--- config.mk ---
export PLATFORM = sky130hd
export DESIGN_NAME = cdc_handshake_ctrl_flat
export DESIGN_NICKNAME = d
export VERILOG_FILES = /design/src/rtl/cdc_handshake_ctrl_if.sv /design/src/rtl/cdc_handshake_ctrl.sv /design/src/flat_wrapper.sv
export SDC_FILE = /design/constraint.sdc
export NUM_CORES = 1
export LEC_CHECK = 0
export ABC_AREA = 1
export CORE_ASPECT_RATIO = 1.4
export CORE_UTILIZATION = 53
export DETAILED_ROUTE_END_ITERATION = 10
export MAX_ROUTING_LAYER = met4
export PLACE_DENSITY = 0.84
export REMOVE_ABC_BUFFERS = 1
export SYNTH_ARGS = -nofsm -noshare
export SYNTH_HDL_FRONTEND = slang
export SYNTH_SLANG_ARGS = --single-unit
--- constraint.sdc ---
create_clock -name Bclk -period 2.43 [get_ports Bclk]
set_clock_uncertainty 0.15 [all_clocks]
set_input_delay 0.243 -clock Bclk [delete_from_list [all_inputs] [get_ports Bclk]]
set_output_delay 0.243 -clock Bclk [all_outputs]
set_load 0.1 [all_outputs]
--- src/rtl/cdc_handshake_ctrl_if.sv ---
//==============================================================================
// Module      : cdc_handshake_ctrl_if
// Description : Handshake/data bundle between a toggle-request source and the
//               destination-domain capture controller.
// Revision    : 1.0 - initial release
//==============================================================================
`default_nettype none

interface cdc_handshake_ctrl_if #(
    parameter int DATA_W = 8,
    parameter int CNT_W  = 16
);
    logic              enable;
    logic              sync_req;
    logic [DATA_W-1:0] data_in;
    logic              dst_ready;
    logic              clear_err;
    logic              ack_toggle;
    logic              data_valid;
    logic [DATA_W-1:0] data_out;
    logic [CNT_W-1:0]  xfer_count;
    logic              overrun_err;
    logic              timeout_err;

    modport slave (
        input  enable, sync_req, data_in, dst_ready, clear_err,
        output ack_toggle, data_valid, data_out, xfer_count, overrun_err, timeout_err
    );

    modport master (
        output enable, sync_req, data_in, dst_ready, clear_err,
        input  ack_toggle, data_valid, data_out, xfer_count, overrun_err, timeout_err
    );
endinterface

`default_nettype wire

--- src/rtl/cdc_handshake_ctrl.sv ---
//==============================================================================
// Module      : cdc_handshake_ctrl
// Description : Destination-side toggle handshake: captures data on a request
//               edge, presents it until consumed or timed out, returns an ack.
// Revision    : 1.0 - initial release
//==============================================================================
`default_nettype none

module cdc_handshake_ctrl #(
    parameter int DATA_W  = 8,
    parameter int CNT_W   = 16,
    parameter int TIMEOUT = 255
) (
    input  wire logic              Bclk,
    input  wire logic              reset,
    cdc_handshake_ctrl_if.slave    bus
);

    localparam int WAIT_W = (TIMEOUT > 0) ? $clog2(TIMEOUT + 1) : 1;
    localparam logic [WAIT_W-1:0] C_TIMEOUT = WAIT_W'(TIMEOUT);

    typedef enum logic [1:0] {
        S_IDLE    = 2'd0,
        S_CAPTURE = 2'd1,
        S_VALID   = 2'd2
    } state_t;

    state_t              state_q;
    logic                req_seen_q;
    logic                ack_toggle_q;
    logic                data_valid_q;
    logic [DATA_W-1:0]   data_out_q;
    logic [CNT_W-1:0]    xfer_count_q;
    logic [WAIT_W-1:0]   wait_q;
    logic                overrun_err_q;
    logic                timeout_err_q;

    logic                w_edge;
    logic                w_timeout;
    logic [CNT_W-1:0]    xfer_count_d;
    logic [WAIT_W-1:0]   wait_d;

    assign w_edge       = (bus.sync_req != req_seen_q);
    assign w_timeout    = (TIMEOUT != 0) && (wait_q == C_TIMEOUT) && !bus.dst_ready;
    assign xfer_count_d = xfer_count_q + 1'b1;
    assign wait_d       = wait_q + 1'b1;

    always_ff @(posedge Bclk) begin
        if (reset) begin
            state_q       <= S_IDLE;
            req_seen_q    <= 1'b0;
            ack_toggle_q  <= 1'b0;
            data_valid_q  <= 1'b0;
            data_out_q    <= '0;
            xfer_count_q  <= '0;
            wait_q        <= '0;
            overrun_err_q <= 1'b0;
            timeout_err_q <= 1'b0;
        end else begin
            // Clear first so that any set below in the same cycle takes priority.
            if (bus.clear_err) begin
                overrun_err_q <= 1'b0;
                timeout_err_q <= 1'b0;
            end

            case (state_q)
                S_IDLE: begin
                    if (w_edge && bus.enable) begin
                        state_q <= S_CAPTURE;
                    end
                end

                S_CAPTURE: begin
                    data_out_q   <= bus.data_in;
                    req_seen_q   <= bus.sync_req;
                    wait_q       <= '0;
                    data_valid_q <= 1'b1;
                    state_q      <= S_VALID;
                end

                S_VALID: begin
                    // A new toggle here is left pending; it is serviced from IDLE.
                    if (w_edge) begin
                        overrun_err_q <= 1'b1;
                    end
                    if (bus.dst_ready) begin
                        ack_toggle_q <= ~ack_toggle_q;
                        xfer_count_q <= xfer_count_d;
                        data_valid_q <= 1'b0;
                        state_q      <= S_IDLE;
                    end else if (w_timeout) begin
                        timeout_err_q <= 1'b1;
                        ack_toggle_q  <= ~ack_toggle_q;
                        data_valid_q  <= 1'b0;
                        state_q       <= S_IDLE;
                    end else begin
                        wait_q <= wait_d;
                    end
                end

                default: begin
                    data_valid_q <= 1'b0;
                    state_q      <= S_IDLE;
                end
            endcase
        end
    end

    assign bus.ack_toggle  = ack_toggle_q;
    assign bus.data_valid  = data_valid_q;
    assign bus.data_out    = data_out_q;
    assign bus.xfer_count  = xfer_count_q;
    assign bus.overrun_err = overrun_err_q;
    assign bus.timeout_err = timeout_err_q;

endmodule

`default_nettype wire

--- src/flat_wrapper.sv ---
// flat-port wrapper written by rule: the top's interface ports become plain ports
module cdc_handshake_ctrl_flat 
#(
    parameter int DATA_W  = 8,
    parameter int CNT_W   = 16,
    parameter int TIMEOUT = 255
)
  (Bclk, reset, bus_enable, bus_sync_req, bus_data_in, bus_dst_ready, bus_clear_err, bus_ack_toggle, bus_data_valid, bus_data_out, bus_xfer_count, bus_overrun_err, bus_timeout_err);
  cdc_handshake_ctrl_if #(.DATA_W(DATA_W), .CNT_W(CNT_W)) bus_i ();
  input  wire logic Bclk;
  input  wire logic reset;
  input wire logic [$bits(bus_i.enable)-1:0] bus_enable;
  input wire logic [$bits(bus_i.sync_req)-1:0] bus_sync_req;
  input wire logic [$bits(bus_i.data_in)-1:0] bus_data_in;
  input wire logic [$bits(bus_i.dst_ready)-1:0] bus_dst_ready;
  input wire logic [$bits(bus_i.clear_err)-1:0] bus_clear_err;
  output wire logic [$bits(bus_i.ack_toggle)-1:0] bus_ack_toggle;
  output wire logic [$bits(bus_i.data_valid)-1:0] bus_data_valid;
  output wire logic [$bits(bus_i.data_out)-1:0] bus_data_out;
  output wire logic [$bits(bus_i.xfer_count)-1:0] bus_xfer_count;
  output wire logic [$bits(bus_i.overrun_err)-1:0] bus_overrun_err;
  output wire logic [$bits(bus_i.timeout_err)-1:0] bus_timeout_err;
  assign bus_i.enable = bus_enable;
  assign bus_i.sync_req = bus_sync_req;
  assign bus_i.data_in = bus_data_in;
  assign bus_i.dst_ready = bus_dst_ready;
  assign bus_i.clear_err = bus_clear_err;
  assign bus_ack_toggle = bus_i.ack_toggle;
  assign bus_data_valid = bus_i.data_valid;
  assign bus_data_out = bus_i.data_out;
  assign bus_xfer_count = bus_i.xfer_count;
  assign bus_overrun_err = bus_i.overrun_err;
  assign bus_timeout_err = bus_i.timeout_err;
  cdc_handshake_ctrl #(.DATA_W(DATA_W), .CNT_W(CNT_W), .TIMEOUT(TIMEOUT)) u_core (.Bclk(Bclk), .reset(reset), .bus(bus_i));
endmodule
==> metrics.log <==
[metrics] outcome: finished clean
[metrics] Hold Buf Count CTS: 0
[metrics] number of pins exceeding their max-slew limit in the final report: 0
[metrics] Die H: 71.2 um
[metrics] number of clock sinks seen by CTS: 39
[metrics] worst hold path stage count: 1
[metrics] Achievable Freq: 0.527 GHz
[metrics] root buffer cell: sky130_fd_sc_hd__clkbuf_8
[metrics] CTS-repair resized insts: 0
[metrics] cell leakage power: 1.05 nW
[metrics] Placer Congestion: 0.798
[metrics] setup_tns: 0 ns
[metrics] number of port buffers: 41
[metrics] antenna violations before repair: 0
[metrics] Synth Warn #: 0
[metrics] number of rows in the core area: 24
[metrics] DRC errors left: 0
[metrics] unrepaired setup endpoints after global routing: false
[metrics] Syn-to-layout area delta: 24.7%
[metrics] number of instances in the synthesized netlist: 249
[metrics] setup fix buffers added after clock tree synthesis: 0
[metrics] Net count, final: 309
[metrics] slack of the worst reg-to-reg path: 0.53 ns
[metrics] vias per inst: 5.02
[metrics] Register Area: 781 sq um
[metrics] number of standard cells in the layout, taps in and fillers out: 331
[metrics] Final period util: 78.2%
[metrics] Initial Util: 56.9%
[metrics] Yosys cell types: 29
[metrics] Filler Cells Inserted: 275
[metrics] insertion delay of the later-clocked pin in the worst-skew pair: 0.28 ns
[metrics] Max-Slew Margin vs Limit: 64.6%
[metrics] Final HPWL DP: 2750 um
[metrics] slowest cell delay on critical path: 0.43 ns
[metrics] wire length reported by the detailed router: 3630 um
[metrics] category of the critical setup timing path: reg -> reg
[metrics] worst slack, placed: 0.536 ns
[metrics] final count of negative-setup-slack endpoints: 0
[metrics] DRT antenna net count: 0
[metrics] Cells after DPL: 325
[metrics] fraction of the yosys area taken by sequential cells: 43.1%
[metrics] launch instance of the worst register-to-register path: u_core.state_q[0]
[metrics] multi-input gate area in the final layout: 876 sq um
[metrics] crit path time final: 1.90 ns
[metrics] kind of launch point of the worst setup path: flop
[metrics] worst endpoint required time: 2.46 ns
[metrics] CP Capture Type: flop
[metrics] overall routing resource usage: 23.0%
[metrics] post-layout utilization of the core: 70.9%
[metrics] endpoint of the worst register-to-register path: u_core.wait_q[2]
[metrics] family with the most delay on the worst path: simple AND/OR/NAND/NOR gates
[metrics] final instance area: 2260 sq um
[metrics] launch point of the worst hold path: u_core.state_q[0]
[metrics] number of max-capacitance violations reported: 0
[metrics] Die Area: 3660 sq um
[metrics] number of synthesized register bits: 39
[metrics] first drt pass iteration count: 4
[metrics] Max Buffers Root-to-Sink: 2
[metrics] I/O pin count: 42
[metrics] top library cells by usage in the layout, fill and taps aside: sky130_fd_sc_hd__nand2_1, sky130_fd_sc_hd__nor2_1, sky130_fd_sc_hd__dfxtp_1, sky130_fd_sc_hd__buf_4, sky130_fd_sc_hd__inv_1
[metrics] clock-pin slew reported for the worst setup and hold paths after clock tree synthesis: 0.07 ns
[metrics] critical path arrival: 1.93 ns
[metrics] share of final-layout standard cells stronger than drive strength 1: 17.8%
[metrics] maximum level of the CTS H-tree: 2
[metrics] placed standard-cell area: 2180 sq um
[metrics] count of antenna diodes in the layout: 0
[metrics] slowest cell on the critical path: sky130_fd_sc_hd__nor2_1
[metrics] largest net degree at the start of global routing: 18
[metrics] final routed wire length divided by cell count: 11.0 um
[metrics] Tightest Hold Check Type: reg -> reg
[metrics] TritonCTS buffer count: 5
[metrics] hold endpoint: u_core.state_q[0]
[metrics] depth of the worst register-to-register path: 7
[metrics] worst vdd rail ir drop: 0.000461 V
[metrics] most common cell after layout, fill and taps aside: sky130_fd_sc_hd__nand2_1
[metrics] total power density per cell area: 548 nW/um^2
[metrics] wire length of the first global-routing pass: 6180 um
[metrics] total core area: 3180 sq um
[metrics] fin worst setup slack: 0.531 ns
[metrics] Tightest Pin Transition: 0.529 ns
[metrics] Max Fanout on Critical Path: 12
[metrics] chip width: 51.4 um
[metrics] initial DRC count: 37
[metrics] series of cell instances along the critical path: inv_1 -> nor2_1 -> inv_1 -> nand2_2 -> o21ai_0 -> nand2_1 -> nor2_1
[metrics] average size of a mapped cell: 7.27 sq um
[metrics] final hold violations: 0
[metrics] count of buffer and inverter cells on the critical path: 2
[metrics] total congestion overflow after global routing: 0
[metrics] Mapped Area: 1810 sq um
[metrics] detailed-route via count: 1663
[metrics] number of global-route vias before repair: 1476
[metrics] TritonCTS clock tree: done
-- stage by stage --
stage | hold WS [ns] | power [mW]
after floorplan | 0.155 | 0.802
after global placement | 0.253 | 0.860
after detailed placement | 0.265 | 0.862
after CTS | 0.275 | 1.25
after global routing | 0.298 | 1.29
final | 0.273 | 1.24
-- metal layers --
| layer | track usage, % | vias to the layer above | wire length, um |
|---|---|---|---|
| met5 | - | - | 0 |
| li1 | - | 872 | - |
| met1 | 24.7 | 745 | 1510 |
| met4 | 10.8 | 0 | 73 |
| met2 | 39.1 | 40 | 1890 |
| met3 | 4.95 | 6 | 153 |
-- cells by family after synthesis --
logic type / synth area share (%)
simple gates: 32.7
compound gates: 12.9
flops: 43.1
buf+inv: 8.50
xor+xnor: 1.45
fa+ha+maj: 1.38
-- state kept, by name, summed over array words and instances (netlist names) --
name / cells
u_core.bus.timeout_err: 1
u_core.bus.ack_toggle: 1
u_core.bus.data_out: 8
u_core.bus.overrun_err: 1
u_core.bus.xfer_count: 16
u_core.bus.data_valid: 1
u_core.wait_q: 8
u_core.req_seen_q: 1
u_core.state_q: 2
-- cell type report --
cell class                      count  area share [%]
Clock buffer                        6            3.22
Tap cell                           39            2.16
Timing Repair Buffer               44            16.1
Inverter                           31            5.16
Sequential cell                    39            34.6
Multi-Input combinational cell    172            38.8
-- cell usage after synthesis --
library cell,n,share of area (%)
sky130_fd_sc_hd__a21oi_1,21,5.8
sky130_fd_sc_hd__a21oi_2,1,0.48
sky130_fd_sc_hd__a31oi_1,1,0.35
sky130_fd_sc_hd__and2_1,1,0.35
sky130_fd_sc_hd__buf_2,3,0.83
sky130_fd_sc_hd__buf_6,1,0.62
sky130_fd_sc_hd__clkbuf_1,3,0.62
sky130_fd_sc_hd__dfxtp_1,39,43
sky130_fd_sc_hd__ha_1,2,1.4
sky130_fd_sc_hd__inv_1,29,6.0
sky130_fd_sc_hd__inv_2,2,0.41
sky130_fd_sc_hd__nand2_1,49,10
sky130_fd_sc_hd__nand2_2,3,1.0
sky130_fd_sc_hd__nand2_4,2,1.2
sky130_fd_sc_hd__nand3_1,9,2.5
sky130_fd_sc_hd__nand3_2,1,0.55
sky130_fd_sc_hd__nand3_4,1,0.97
sky130_fd_sc_hd__nand3b_4,1,1.1
sky130_fd_sc_hd__nand4_1,4,1.4
sky130_fd_sc_hd__nor2_1,43,8.9
sky130_fd_sc_hd__nor2_4,4,2.5
sky130_fd_sc_hd__nor2_8,1,1.1
sky130_fd_sc_hd__nor3_1,2,0.55
sky130_fd_sc_hd__nor4_1,1,0.35
sky130_fd_sc_hd__o21a_1,1,0.41
sky130_fd_sc_hd__o21ai_0,20,5.5
sky130_fd_sc_hd__o21ai_1,1,0.28
sky130_fd_sc_hd__xnor2_1,2,0.97
sky130_fd_sc_hd__xor2_1,1,0.48
-- report_power, final --
| part | internal, mW | leakage, nW | switching (mW) | total (mW) |
|---|---|---|---|---|
| clock | 0.191 | 0.0371 | 0.199 | 0.390 |
| sequential | 0.654 | 0.315 | 0.00824 | 0.662 |
| combinational | 0.0518 | 0.702 | 0.133 | 0.185 |
| total | 0.897 | 1.05 | 0.340 | 1.24 |
-- worst reg2reg max path: stages (launching register included) --
cell                      delay [ns]
sky130_fd_sc_hd__dfxtp_1        0.33
sky130_fd_sc_hd__inv_1          0.09
sky130_fd_sc_hd__nor2_1         0.43
sky130_fd_sc_hd__inv_1          0.31
sky130_fd_sc_hd__nand2_2        0.27
sky130_fd_sc_hd__o21ai_0        0.12
sky130_fd_sc_hd__nand2_1        0.07
sky130_fd_sc_hd__nor2_1         0.03
-- how the worst max path moves through the flow --
stage                                         from                         to  slack, ns  cells past startpoint
after floorplan           u_core.bus.xfer_count[1]  u_core.bus.xfer_count[12]       0.10                      8
after global placement               bus_dst_ready  u_core.bus.xfer_count[14]       0.58                      8
after detailed placement         u_core.state_q[0]           u_core.wait_q[2]       0.54                      7
after CTS                        u_core.state_q[0]           u_core.wait_q[2]       0.54                      7
after global routing             u_core.state_q[0]           u_core.wait_q[2]       0.30                      7
final                            u_core.state_q[0]           u_core.wait_q[2]       0.53                      7
(Power assumes the default switching activity.)
